==> src/rtl/simplerisc_pkg.sv <==
// Shared SimpleRisc types for the memory-access stage: FSM states, register
// index width and the write-back packet handed to the write-back stage.
package simplerisc_pkg;

  localparam int unsigned REG_IDX_W = 4;
  localparam int unsigned WORD_W    = 32;

  typedef enum logic [1:0] {
    IDLE,
    REQ,
    RESP
  } mem_state_t;

  typedef struct packed {
    logic [WORD_W-1:0]    data;
    logic [REG_IDX_W-1:0] rd;
    logic                 wb_en;
    logic                 fault;
  } wb_pkt_t;

endpackage

==> src/rtl/mem_watchdog.sv <==
// Saturating REQ-cycle counter; expired_o flags the cycle in which the count
// reaches TIMEOUT_CYCLES, i.e. the last cycle a request may stay outstanding.
module mem_watchdog #(
  parameter int unsigned TIMEOUT_CYCLES = 64
) (
  input  logic clk,
  input  logic rst,
  input  logic clr_i,
  input  logic en_i,
  output logic expired_o
);

  logic [7:0] cnt_q, cnt_d;

  always_comb begin
    cnt_d = cnt_q;
    if (clr_i) begin
      cnt_d = '0;
    end else if (en_i && (cnt_q != '1)) begin
      cnt_d = cnt_q + 8'd1;
    end
  end

  always_ff @(posedge clk or posedge rst) begin
    if (rst) begin
      cnt_q <= '0;
    end else begin
      cnt_q <= cnt_d;
    end
  end

  // cnt_q counts completed REQ cycles, so +1 includes the current one.
  assign expired_o = en_i && ((32'(cnt_q) + 32'd1) >= TIMEOUT_CYCLES);

endmodule

==> src/rtl/mem_access_stage.sv <==
// SimpleRisc memory-access stage: issues ld/st over a req/ack handshake with a
// watchdog and returns a write-back packet. Optional macro: MISALIGN_TRAP_EN.
module mem_access_stage
  import simplerisc_pkg::*;
#(
  parameter int unsigned TIMEOUT_CYCLES = 64,
  parameter int unsigned DATA_W         = 32
) (
  input  logic                 clk,
  input  logic                 rst,
  input  logic                 in_valid,
  output logic                 in_ready,
  input  logic [DATA_W-1:0]    alu_result,
  input  logic [DATA_W-1:0]    store_data,
  input  logic                 is_ld,
  input  logic                 is_st,
  input  logic                 wb_en,
  input  logic [REG_IDX_W-1:0] rd,
  output logic                 mem_req,
  output logic                 mem_we,
  output logic [DATA_W-1:0]    mem_addr,
  output logic [DATA_W-1:0]    mem_wdata,
  input  logic                 mem_ack,
  input  logic [DATA_W-1:0]    mem_rdata,
  output logic                 out_valid,
  input  logic                 out_ready,
  output logic [DATA_W-1:0]    out_data,
  output logic [REG_IDX_W-1:0] out_rd,
  output logic                 out_wb_en,
  output logic                 out_fault
);

  mem_state_t        state_q, state_d;
  wb_pkt_t           pkt_q, pkt_d;
  logic [DATA_W-1:0] addr_q, addr_d;
  logic [DATA_W-1:0] wdata_q, wdata_d;
  logic              we_q, we_d;
  logic              accept_ok;
  logic              addr_trap;
  logic              wd_expired;

`ifdef MISALIGN_TRAP_EN
  assign addr_trap = (alu_result[1:0] != 2'b00);
`else
  assign addr_trap = 1'b0;
`endif

  mem_watchdog #(
    .TIMEOUT_CYCLES(TIMEOUT_CYCLES)
  ) u_watchdog (
    .clk      (clk),
    .rst      (rst),
    .clr_i    (state_q != REQ),
    .en_i     (state_q == REQ),
    .expired_o(wd_expired)
  );

  always_comb begin
    state_d   = state_q;
    pkt_d     = pkt_q;
    addr_d    = addr_q;
    wdata_d   = wdata_q;
    we_d      = we_q;
    accept_ok = 1'b0;

    case (state_q)
      IDLE: accept_ok = 1'b1;
      REQ: begin
        // Ack takes priority over a watchdog expiry in the same cycle.
        if (mem_ack) begin
          state_d     = RESP;
          pkt_d.data  = we_q ? '0 : mem_rdata;
          pkt_d.wb_en = ~we_q;
          pkt_d.fault = 1'b0;
        end else if (wd_expired) begin
          state_d     = RESP;
          pkt_d.data  = '0;
          pkt_d.wb_en = 1'b0;
          pkt_d.fault = 1'b1;
        end
      end
      RESP: begin
        if (out_ready) begin
          accept_ok = 1'b1;
          state_d   = IDLE;
        end
      end
      default: state_d = IDLE;
    endcase

    // Shared by IDLE and an accepted RESP, enabling back-to-back issue.
    if (accept_ok && in_valid) begin
      pkt_d.rd = rd;
      if (is_ld && is_st) begin
        state_d = RESP;
        pkt_d   = '{data: '0, rd: rd, wb_en: 1'b0, fault: 1'b1};
      end else if (is_ld || is_st) begin
        if (addr_trap) begin
          state_d = RESP;
          pkt_d   = '{data: '0, rd: rd, wb_en: 1'b0, fault: 1'b1};
        end else begin
          state_d = REQ;
          pkt_d   = '{data: '0, rd: rd, wb_en: 1'b0, fault: 1'b0};
          addr_d  = {alu_result[DATA_W-1:2], 2'b00};
          wdata_d = store_data;
          we_d    = is_st;
        end
      end else begin
        state_d = RESP;
        pkt_d   = '{data: alu_result, rd: rd, wb_en: wb_en, fault: 1'b0};
      end
    end
  end

  always_ff @(posedge clk or posedge rst) begin
    if (rst) begin
      state_q <= IDLE;
      pkt_q   <= '0;
      addr_q  <= '0;
      wdata_q <= '0;
      we_q    <= 1'b0;
    end else begin
      state_q <= state_d;
      pkt_q   <= pkt_d;
      addr_q  <= addr_d;
      wdata_q <= wdata_d;
      we_q    <= we_d;
    end
  end

  assign in_ready  = accept_ok && !rst;
  assign mem_req   = (state_q == REQ);
  assign mem_we    = we_q;
  assign mem_addr  = addr_q;
  assign mem_wdata = wdata_q;
  assign out_valid = (state_q == RESP);
  assign out_data  = pkt_q.data;
  assign out_rd    = pkt_q.rd;
  assign out_wb_en = pkt_q.wb_en;
  assign out_fault = pkt_q.fault;

endmodule

==> config.mk <==
export PLATFORM = sky130hd
export DESIGN_NAME = mem_access_stage
export DESIGN_NICKNAME = d
export VERILOG_FILES = /design/src/rtl/simplerisc_pkg.sv /design/src/rtl/mem_watchdog.sv /design/src/rtl/mem_access_stage.sv
export SDC_FILE = /design/constraint.sdc
export NUM_CORES = 1
export LEC_CHECK = 0
export BUFFER_PORTS_ARGS = -buffer_cell sky130_fd_sc_hd__buf_2
export CAP_MARGIN = 20
export CORE_MARGIN = 5
export CORE_UTILIZATION = 36
export CTS_CLUSTER_SIZE = 10
export DETAILED_ROUTE_END_ITERATION = 7
export GPL_TIMING_DRIVEN = 1
export PLACE_DENSITY = 0.68
export SLEW_MARGIN = 20
export SYNTH_ARGS = -nofsm -noshare
export SYNTH_HDL_FRONTEND = slang
export SYNTH_SLANG_ARGS = --single-unit
==> constraint.sdc <==
create_clock -name clk -period 8.35 [get_ports clk]
set_clock_uncertainty 0.1 [all_clocks]
set_input_delay 1.2525 -clock clk [delete_from_list [all_inputs] [get_ports clk]]
set_output_delay 1.2525 -clock clk [all_outputs]
set_load 0.05 [all_outputs]
; Word-level counts from Yosys, hierarchy flattened
; Index checks and enable logic that the tools add are counted.
; Widths: inputs -> output; s select.
[totals]
reg_bits = 111
output_inout_bits = 106
inputBits = 108
wordCells = 56
[op_classes]
reduce_logical = 14
n_eq_ne = 7
magnitude_cmp = 1
n_mux = 21
bitwise = 2
add_sub_neg = 2
[op_table]
columns = op, count
row1 = $mux 32, 4
row2 = $mux 38, 3
row3 = $ge 32x7->1 const B, 1
row4 = $mux 2, 9
row5 = $mux 8, 2
row6 = $add 8x1->9 const B, 1
row7 = $add 8x1->8 const B, 1
row8 = $ne 8x8->1 const B, 1
row9 = $pmux 2 s3, 1
row10 = $reduce_and 3->1, 2
row11 = $logic_and 1x1->1, 5
row12 = $ne 4x4->1 const B, 1
row13 = $reduce_bool 2->1, 2
row14 = $ne 3x1->1 const B, 1
row15 = $reduce_bool 3->1, 1
row16 = $eq 2x1->1 const B, 1
row17 = $eq 2x2->1 const B, 1
row18 = $logic_not 2->1, 1
row19 = $ne 2x1->1 const B, 1
row20 = $ne 2x2->1 const B, 1
row21 = $not 1->1, 2
row22 = $pmux 1 s2, 1
row23 = $reduce_and 2->1, 1
row24 = $logic_not 1->1, 1
row25 = other kinds (2), 2

; Logic depth before layout (Yosys ltp)
; Gate-level depths: netlist of the first run.
[depth]
depth_word = 7
mapped_depth = 8
depth_no_buf = 6

; Modules after synthesis
; From an unflattened synthesis of the first run, not the netlist that was laid out.
[unflattened]
cells_unflattened = 436
hier_area_um2 = 5282.6
[modules_own_cells]
columns = module, instances, cells_per_inst, seq_area_each_um2, area_per_inst_um2
row1 = mem_access_stage, 1, 383, 2577.5, 4745.8
row2 = mem_watchdog, 1, 53, 200.2, 536.8

; Worst setup path before layout of the first run
; No wires, ideal clock.
[synth_timing]
kind = input to output
startpoint = input out_ready
endpoint = output in_ready
stages = 2
slack_ns = 4.661
arrival_ns = 2.337
t_required_ns = 6.997
path_buffers = 0
cell_sequence = nor2b_1 > nor3_1
[synth_between]
elab_chain_cells = 3
[synth_lines]
columns = element, line
row1 = from (decl), mem_access_stage.sv:26  ; input logic out_ready,
row2 = $mux 1, mem_access_stage.sv:83  ; if (out_ready) begin
row3 = $pmux 1 s2, mem_access_stage.sv:66  ; case (state_q)
row4 = $logic_and 1x1->1, mem_access_stage.sv:131  ; assign in_ready = accept_ok && !rst;
row5 = to (decl), mem_access_stage.sv:12  ; output logic in_ready,
; Every way passes these cells.

; Final worst setup path of the first run
[layout_timing]
startpoint = input in_valid
endpoint = register pkt_q (netlist bit out_data[24])
[layout_between]
elab_chain_cells = 3
word_cells_on_any_way = 5
cone_classes = mux: 1 / reduce/logical: 4
[layout_lines]
columns = element, line
row1 = from (decl), mem_access_stage.sv:11  ; input logic in_valid,
row2 = $logic_and 1x1->1 (*), mem_access_stage.sv:92  ; if (accept_ok && in_valid) begin
row3 = $reduce_bool 3->1 (no line) or $reduce_bool 2->1 (tied branches), -
row4 = $reduce_and 2->1 (no line), -
row5 = to (signal assigned), mem_access_stage.sv:124  ; pkt_q <= pkt_d;
row6 = to (decl), mem_access_stage.sv:34  ; wb_pkt_t pkt_q, pkt_d;
; Every way passes the cells marked *; elsewhere a longest branch is shown, timed or not.
; A chain may end at the register's enable or synchronous reset.

==> flow_summary.ini, run 1 <==
[status]
outcome = complete, no violations

[worst_setup_path]
worstPathMaxFanout = 37
cp-startpoint = in_valid
cp_data_required_time_ps = 8480
critPathArrivalTime_ps = 4070
critPathMaxStageDelay_ps = 940
r2r-start = state_q[0]$_DFFE_PP0P_
worst_path_max_delay_cell = a221oi_4
critPathKind = input pin to flop
critical_path.startpoint_type = input pin
r2r_slack_ps = 4940
path_cells = buf_2 > nor2b_4 > a21oi_1 > a221oi_4 > buf_4 > mux2_2
cp-end-kind = flop

[yosys]
yosys_warnings = 0
synth_seq_area_share_pct = 55.39
netlist_instances = 416
synth_edf_count = 0
synthFlopType = dfrtp_1
synth_top_family_by_area = multiplexers
synth_mux_area_share_pct = 21.56
ys_ff_latch = 111
synth-compound-area-share_pct = 6.387
avgSynthCellArea_um2 = 12.05
synth_cell_types = 38
synth_adder_area_share_pct = 0.7485
synthesis.area_mm2 = 0.005015
synth_simple_gate_area_share_pct = 11.35
synth-xor-area-share_pct = 0.6986
async_reset_ff_share_pct = 100.0

[global_route]
grt_max_degree = 58
grtUsageMet1_pct = 21.28
use_met2_pct = 27.36
gr-total-overflow = 0
use_met3_pct = 3.833
grt_pass1_vias = 4175
top_usage_layer = met2
grt_usage_pct = 16.68
grt_pass1_wl_mm = 21.96
antenna_found_initial = 0

[clocking]
clock_path_buffers = 2
cts_resized = 0
numCtsBuffers = 9
cts_max_level = 3
cts_tree = yes
hold_buffers = 0
cts_setup_buffers = 0
insertion_delay_ps = 350
cts.reportedPaths.clkPinSlew_ps = 70
clock-sinks = 111
cts_root_buffer = clkbuf_16

[timing]
layout_setup_ws_ps = 4412
whs_ps = 380.1
setup_tns_ps = 0
finalCritPeriodShare_pct = 47.16
grt_setup_unrepaired = false
drv_slew = 0
setup_violations = 0
hold_violations = 0
period_minus_slack_ps = 3938
tightest_slew_ps = 1004
fmax_mhz = 253.9
slew_headroom_pct = 33.08

[placed_design]
gp_congestion = 0.7509
placed_cell_area_mm2 = 0.006202
dp_hpwl_mm = 10.03
dp_cells = 782
io_buffers = 211
place_ws_ps = 4029

[route]
drt-pass1-iter-count = 6
drt-total-wl_mm = 13.49
vias = 4036
avgViaCountPerCell = 5.064
drcViolationCount = 0
antenna_left = 0
drt_iter0_drc = 283
wl_per_cell_um = 16.92

[die]
fp-row-count = 43
core-area_mm2 = 0.01377
die_area_mm2 = 0.01639
die_height_um = 128.0
die_w_um = 128.0
start_util_pct = 36.41
pin_count = 214

[power_and_ir_drop]
intPower_mw = 1.212
leakagePower_nw = 3.168
peakVddDrop_v = 0.0002261
p_sw_share_pct = 46.38
p_seq_share_pct = 34.3
powerDensity_mw_per_mm2 = 347.6
combPwrFrac_pct = 46.5
clkPwrFrac_pct = 19.1
switchingPower_mw = 1.048

[final_layout]
antenna_cells = 0
num-fill-cells = 1287
area_growth_pct = 29.64
nets = 724
drive_above_1_share_pct = 53.32
final_cell_count_no_fill = 797
final_cell_area_mm2 = 0.006501

[worst_hold_path]
hold_path_class = flop to flop
hold_start = out_rd[0]$_DFFE_PP0P_

[job]
cap_violations = 0
-- cell usage after synthesis (2+ instances only) --
library cell	count	area share, %
inv_1	6	0.45
o2bb2ai_1	2	0.35
nor3_1	2	0.20
buf_6	3	0.67
and3_1	2	0.25
mux2_2	84	19
clkbuf_1	18	1.3
o21ai_0	36	3.6
buf_2	8	0.80
mux2_1	12	2.7
xor2_1	3	0.52
nor2_1	6	0.45
dfrtp_1	111	55
nand2b_1	3	0.37
o2111ai_1	2	0.35
nand3_1	2	0.20
ha_1	3	0.75
buf_4	3	0.45
nand4_1	34	4.2
nand2_1	48	3.6
a21oi_1	5	0.50
and4_4	2	0.45
nor2b_1	6	0.75
-- registers in the layout, indices dropped and copies added, names as in the netlist --
signal and cells:
mem_addr 30, mem_wdata 32, mem_we 1, out_data 32
out_fault 1, out_rd 4, out_wb_en 1, state_q 2
u_watchdog.cnt_q 8
-- power by group through the flow --
stage               clock network [mW]  registers, mW  logic [mW]
floorplan                            0           1.32       0.258
global placement                     0          0.777        1.05
detailed placement                   0          0.787        1.06
CTS                              0.448          0.778        1.06
global route                     0.469          0.799        1.11
finish                           0.433          0.776        1.05
-- layout by cell type, fill, tap and decap left out, types with 2 or more instances in the layout --
master and instances:
a21oi_1 5, and3_1 2, and4_4 2, buf_2 211, buf_4 7, clkbuf_16 9
clkbuf_8 2, conb_1 2, dfrtp_1 111, ha_1 3, inv_1 5, mux2_1 12
mux2_2 84, nand2_1 48, nand2b_1 2, nand3_1 2, nand4_1 34, nor2_1 6
nor2b_1 3, nor2b_2 2, nor3_1 2, o2111ai_1 2, o21ai_0 36, o2bb2ai_1 2
xor2_1 3
-- layout make-up --
class	count	area, um2	area share, %
Clock buffer	12	256.5	3.945
Clock inverter	3	42.54	0.6543
Inverter	6	25.02	0.3849
Multi-Input combinational cell	267	2066	31.77
Sequential cell	111	2778	42.73
Tap cell	180	225.2	3.464
Timing Repair Buffer	218	1109	17.05
-- cell families after synthesis --
group                      count (synthesis)
and+or+nand+nor                          110
other                                      1
DFF                                      111
buffers and inverters                     39
muxes                                     96
AOI/OAI and AO/OA                         52
xor gates and xnor gates                   4
adders and majority gates                  3
-- final timing paths --
kind | to | cells past startpoint
worst max-delay path | out_data[24]$_DFFE_PP0P_ | 6
worst min-delay path | out_rd[0]$_DFFE_PP0P_ | 2
worst max register to register | out_data[24]$_DFFE_PP0P_ | 5
worst min register to register | out_rd[0]$_DFFE_PP0P_ | 2
max in group asynchronous | mem_wdata[29]$_DFFE_PP0P_ | 3
min in group asynchronous | state_q[1]$_DFFE_PP0P_ | 2
-- through the flow --
stage,power [mW],utilization (%)
5_1_grt,2.373,47.20
6_report,2.260,47.20
3_5_place_dp,1.848,45.03
4_1_cts,2.288,47.20
3_3_place_gp,1.827,45.03
2_1_floorplan,1.582,-
-- critical path: cells and delay by family --
family	cells	cell delay, ps
AND/OR/NAND/NOR	1	730
buffers and inverters	2	510
AO/OA/AOI/OAI	2	1200
multiplexers	1	370
-- layer usage --
metal / vias up / part of all wire [%]
li1: 1873 / -
met1: 1984 / 41
met2: 159 / 49
met3: 20 / 7.5
met4: 0 / 2.2
met5: - / 0
Power figures use the tool's default switching activity.
==> run 2, diff against run 1 <==
==> constraint.sdc (replaced) <==
create_clock -name clk -period 3.9 [get_ports clk]
set_clock_uncertainty 0.1 [all_clocks]
set_input_delay 0.585 -clock clk [delete_from_list [all_inputs] [get_ports clk]]
set_output_delay 0.585 -clock clk [all_outputs]
set_load 0.05 [all_outputs]
==> flow_summary.ini, run 2 (same netlist as run 1, synthesis figures left out) <==
[die]
core-area_mm2 = 0.01377
pin_count = 214
fp-row-count = 43
die_w_um = 128.0
start_util_pct = 36.41
die_area_mm2 = 0.01639
die_height_um = 128.0

[route]
antenna_left = 0
drt-pass1-iter-count = 4
wl_per_cell_um = 17.18
vias = 4019
drcViolationCount = 0
drt-total-wl_mm = 13.74
drt_iter0_drc = 211
avgViaCountPerCell = 5.024

[final_layout]
drive_above_1_share_pct = 53.55
num-fill-cells = 1281
layout_common_cells = buf_2 (211), dfrtp_1 (111), mux2_2 (84), nand2_1 (48), o21ai_0 (36)
final_common_cell = buf_2
antenna_cells = 0
nets = 726
area_growth_pct = 30.69

[power_and_ir_drop]
peakVddDrop_v = 0.0003070
leakagePower_nw = 3.193
powerDensity_mw_per_mm2 = 750.2

[placed_design]
io_buffers = 211
gp_congestion = 0.7733
dp_hpwl_mm = 10.14

[global_route]
grt_pass1_vias = 4220
grtUsageMet1_pct = 20.42
use_met2_pct = 27.79
top_usage_layer = met2
use_met3_pct = 3.833
gr-total-overflow = 0
grt_pass1_wl_mm = 21.76
antenna_found_initial = 0
grt_usage_pct = 16.44
grt_max_degree = 65

[timing]
grt_setup_unrepaired = false
period_minus_slack_ps = 2520
drv_slew = 0
setup_violations = 0
tightest_slew_ps = 804.8
hold_violations = 0
whs_ps = 227.6
fmax_mhz = 396.9
slew_headroom_pct = 46.35
finalCritPeriodShare_pct = 64.61
setup_tns_ps = 0

[worst_setup_path]
r2r_slack_ps = 1380
worstPathMaxFanout = 36
worstRegToRegCells = 6
r2r-end = out_data[15]$_DFFE_PP0P_
cp-end-kind = flop
cp-startpoint = state_q[0]$_DFFE_PP0P_
critical_path.startpoint_type = flop
critPathKind = flop to flop
cp-endpoint = out_data[15]$_DFFE_PP0P_
critPathArrivalTime_ps = 2650
cp_data_required_time_ps = 4030
r2r-start = state_q[0]$_DFFE_PP0P_

[clocking]
cts_resized = 0
cts_root_buffer = clkbuf_16
cts.reportedPaths.clkPinSlew_ps = 70
cts_setup_buffers = 0
cts_tree = yes
clock_path_buffers = 2
clock-sinks = 111
numCtsBuffers = 9
hold_buffers = 0
cts_max_level = 3
insertion_delay_ps = 340

[worst_hold_path]
hold_path_class = input pin to asynchronous set/reset pin

[status]
outcome = complete, no violations

[job]
cap_violations = 0
## run 2: worst min path at each step
stage	start	cells past startpoint	endpoint	slack, ps
3_3_place_gp	out_rd[3]$_DFFE_PP0P_	2	out_rd[3]$_DFFE_PP0P_	360
3_5_place_dp	out_rd[0]$_DFFE_PP0P_	2	out_rd[0]$_DFFE_PP0P_	370
4_1_cts	rst	2	state_q[0]$_DFFE_PP0P_	250
2_1_floorplan	state_q[0]$_DFFE_PP0P_	1	state_q[1]$_DFFE_PP0P_	410
6_report	rst	2	state_q[0]$_DFFE_PP0P_	230
5_1_grt	rst	2	state_q[0]$_DFFE_PP0P_	290
## run 2: cell type report
cell class | instances | area (um2) | area share [%]
clock buffers | 11 | 242.7 | 3.704
clock inverters | 5 | 81.33 | 1.241
inverters | 6 | 25.02 | 0.3818
multi-input cells | 267 | 2066 | 31.52
flip-flops and latches | 111 | 2778 | 42.38
well taps | 180 | 225.2 | 3.436
repair buffers | 220 | 1136 | 17.33
## run 2: worst max-delay path, stage by stage (launching register included)
cell and delay [ps]:
dfrtp_1 470, nor2b_4 150, buf_4 360, and2_1 540, buf_4 340, o21ai_0 120, mux2_1 300
## run 2: where the power goes
| part | internal [mW] | switching, mW | total (mW) |
|---|---|---|---|
| clock | 0.581 | 0.418 | 0.999 |
| combinational | 0.587 | 1.68 | 2.26 |
| sequential | 1.48 | 0.171 | 1.65 |
| total | 2.65 | 2.27 | 4.92 |
## run 2: metrics by stage
step	power, mW	cells	instance area [um2]	setup slack [ps]	util (%)
after floorplan	3.386	417	5019	284.3	-
after global placement	3.914	784	6230	1260	45.23
after detailed placement	3.966	784	6230	1128	45.23
after CTS	4.974	800	6554	1359	47.58
after global routing	5.131	800	6554	1253	47.58
final	4.917	800	6554	1380	47.58
## run 2: per-layer routing
| metal | vias up | part of all wire (%) | wire (um) |
|---|---|---|---|
| met5 | - | 0 | 0 |
| met4 | 0 | 1.7 | 235 |
| met3 | 15 | 6.5 | 898 |
| met2 | 137 | 50 | 6904 |
| met1 | 1993 | 42 | 5705 |
| li1 | 1874 | - | - |
==> run 3, diff against run 2 <==
--- a/config.mk
+++ b/config.mk
@@ -5,6 +5,7 @@
 export SDC_FILE = /design/constraint.sdc
 export NUM_CORES = 1
 export LEC_CHECK = 0
+export ABC_AREA = 1
 export BUFFER_PORTS_ARGS = -buffer_cell sky130_fd_sc_hd__buf_2
 export CAP_MARGIN = 20
 export CORE_MARGIN = 5
@@ -12,7 +13,7 @@
 export CTS_CLUSTER_SIZE = 10
 export DETAILED_ROUTE_END_ITERATION = 7
 export GPL_TIMING_DRIVEN = 1
-export PLACE_DENSITY = 0.68
+export PLACE_DENSITY = 0.7
 export SLEW_MARGIN = 20
 export SYNTH_ARGS = -nofsm -noshare
 export SYNTH_HDL_FRONTEND = slang
==> constraint.sdc (replaced) <==
create_clock -name clk -period 2.1 [get_ports clk]
set_clock_uncertainty 0.1 [all_clocks]
set_input_delay 0.315 -clock clk [delete_from_list [all_inputs] [get_ports clk]]
set_output_delay 0.315 -clock clk [all_outputs]
set_load 0.05 [all_outputs]
==> flow_summary.ini, run 3 <==
[yosys]
avgSynthCellArea_um2 = 8.153
synth_mux_area_share_pct = 0
synth_top_family_by_area = simple AND/OR/NAND/NOR gates
netlist_instances = 637
synth_cell_types = 25
synth_edf_count = 0
synth_area_leader_cell = dfrtp_1
yosys.area.top_type_share_pct = 53.48
synth-compound-area-share_pct = 0.8191
ys_top_cells_by_count = nand2_1 (261), nand3_1 (136), dfrtp_1 (111)
async_reset_ff_share_pct = 100.0
ys_ff_latch = 111
synthesis.area_mm2 = 0.005194
synth_seq_area_share_pct = 53.48
synth-xor-area-share_pct = 0.6745
synth_simple_gate_area_share_pct = 37.97
synth.most_common_cell = nand2_1
synthFlopType = dfrtp_1
synth_adder_area_share_pct = 0.7227
netlist_top_cells_area = dfrtp_1 (53%), nand2_1 (19%), nand3_1 (13%)
yosys_warnings = 0

[clocking]
numCtsBuffers = 9
cts.reportedPaths.clkPinSlew_ps = 70
insertion_delay_ps = 350
clock_path_buffers = 2
cts_resized = 0
cts_tree = yes
hold_buffers = 0
cts_setup_buffers = 0
cts_root_buffer = clkbuf_16
clock-sinks = 111
cts_max_level = 3

[timing]
whs_ps = 12.13
slew_headroom_pct = 56.79
period_minus_slack_ps = 1812
setup_tns_ps = 0
finalCritPeriodShare_pct = 86.30
tightest_slew_ps = 648.2
grt_setup_unrepaired = false
fmax_mhz = 551.8
drv_slew = 0
hold_violations = 0
setup_violations = 0

[die]
pin_count = 214
start_util_pct = 37.13
fp-row-count = 43
die_w_um = 130.1
die_height_um = 130.1
die_area_mm2 = 0.01693
core-area_mm2 = 0.01399

[route]
vias = 5011
drt-pass1-iter-count = 5
wl_per_cell_um = 15.77
drt_iter0_drc = 456
drcViolationCount = 0
avgViaCountPerCell = 4.937
antenna_left = 0
drt-total-wl_mm = 16.00

[power_and_ir_drop]
combPwrFrac_pct = 50.1
leakagePower_nw = 3.908
p_sw_share_pct = 51.54
peakVddDrop_v = 0.0006614
powerDensity_mw_per_mm2 = 1503
p_seq_share_pct = 32.3
clkPwrFrac_pct = 17.6
intPower_mw = 4.885
switchingPower_mw = 5.195

[worst_setup_path]
worstRegToRegCells = 8
critPathArrivalTime_ps = 1950
cp_data_required_time_ps = 2230
path_cells = ha_1 > nand3_2 > nor2_1 > nor2_2 > nand3_4 > nand2_4 > nand2_1 > nand2_1
crit_top_cell = nand2_1
critPathKind = flop to flop
r2r_slack_ps = 290
critical_path.startpoint_type = flop
cp-end-kind = flop
r2r-start = u_watchdog.cnt_q[1]$_DFFE_PP0P_
r2r-end = out_data[13]$_DFFE_PP0P_
critPathMaxStageDelay_ps = 370
worst_path_max_delay_cell = dfrtp_1
worstPathMaxFanout = 34

[final_layout]
nets = 940
drive_above_1_share_pct = 30.82
post-route-util_pct = 47.93
final_cell_area_mm2 = 0.006705
final_common_cell = nand2_1
layout_common_cells = nand2_1 (260), buf_2 (211), nand3_1 (136), dfrtp_1 (111), nand4_1 (33)
final_cell_count_no_fill = 1015
area_growth_pct = 29.10

[global_route]
gr-total-overflow = 0
grt_pass1_wl_mm = 25.05
grt_pass1_vias = 4895
grt_max_degree = 112
grt_usage_pct = 18.67
antenna_found_initial = 1

[placed_design]
dp_cells = 998
placed_cell_area_mm2 = 0.006394
dp_hpwl_mm = 11.14
io_buffers = 211
gp_congestion = 0.8054

[status]
outcome = complete, no violations

[worst_hold_path]
hold_path_class = input pin to asynchronous set/reset pin

[job]
cap_violations = 0
==> run 3: power by group through the flow <==
stage / clock network [mW] / logic [mW] / registers, mW
floorplan: 0 / 1.26 / 5.79
global placement: 0 / 5.04 / 3.28
detailed placement: 0 / 5.10 / 3.28
CTS: 1.82 / 5.10 / 3.26
global route: 1.91 / 5.36 / 3.35
finish: 1.78 / 5.05 / 3.25
==> run 3: cells by family after synthesis <==
group                      count (synthesis)
AOI/OAI and AO/OA                          8
xor gates and xnor gates                   4
adders and majority gates                  3
buffers and inverters                     65
DFF                                      111
other                                      1
and+or+nand+nor                          445
==> run 3: metrics by stage <==
stage,power [mW],setup slack [ps]
after floorplan,7.056,190.6
after global placement,8.323,363.8
after detailed placement,8.382,297.0
after CTS,10.18,277.5
after global routing,10.62,162.1
final,10.08,287.6
==> run 3: worst max-delay path by stage <==
stage / cells past startpoint / slack, ps / end / start
2_1_floorplan: 7 / 190 / out_data[0]$_DFFE_PP0P_ / state_q[1]$_DFFE_PP0P_
3_3_place_gp: 8 / 360 / out_wb_en$_DFFE_PP0P_ / u_watchdog.cnt_q[1]$_DFFE_PP0P_
3_5_place_dp: 8 / 300 / out_data[5]$_DFFE_PP0P_ / u_watchdog.cnt_q[1]$_DFFE_PP0P_
4_1_cts: 8 / 280 / out_data[13]$_DFFE_PP0P_ / u_watchdog.cnt_q[1]$_DFFE_PP0P_
5_1_grt: 8 / 160 / out_data[5]$_DFFE_PP0P_ / u_watchdog.cnt_q[1]$_DFFE_PP0P_
6_report: 8 / 290 / out_data[13]$_DFFE_PP0P_ / u_watchdog.cnt_q[1]$_DFFE_PP0P_
==> run 3: critical path, delay by kind of cell (launching register included) <==
| kind | cells | cell delay (ps) |
|---|---|---|
| AND/OR/NAND/NOR | 7 | 1010 |
| adder cells (fa/ha/maj) | 1 | 200 |
| flip-flops | 1 | 370 |
==> run 3: metal layers <==
metal  track usage [%]  routed length (um)
met1             24.56                6863
met2             30.30                7482
met3             5.076                1436
met4             5.501                 219
met5                 0                   0
==> run 3: area by class of cell <==
type	count	area [um2]
sequential	111	2778
clock buffer	11	252.7
multi-input combinational	462	2102
tap	180	225.2
antenna	1	2.502
timing repair buffer	228	1221
clock inverter	5	56.30
inverter	17	67.56
fill	1386	7283
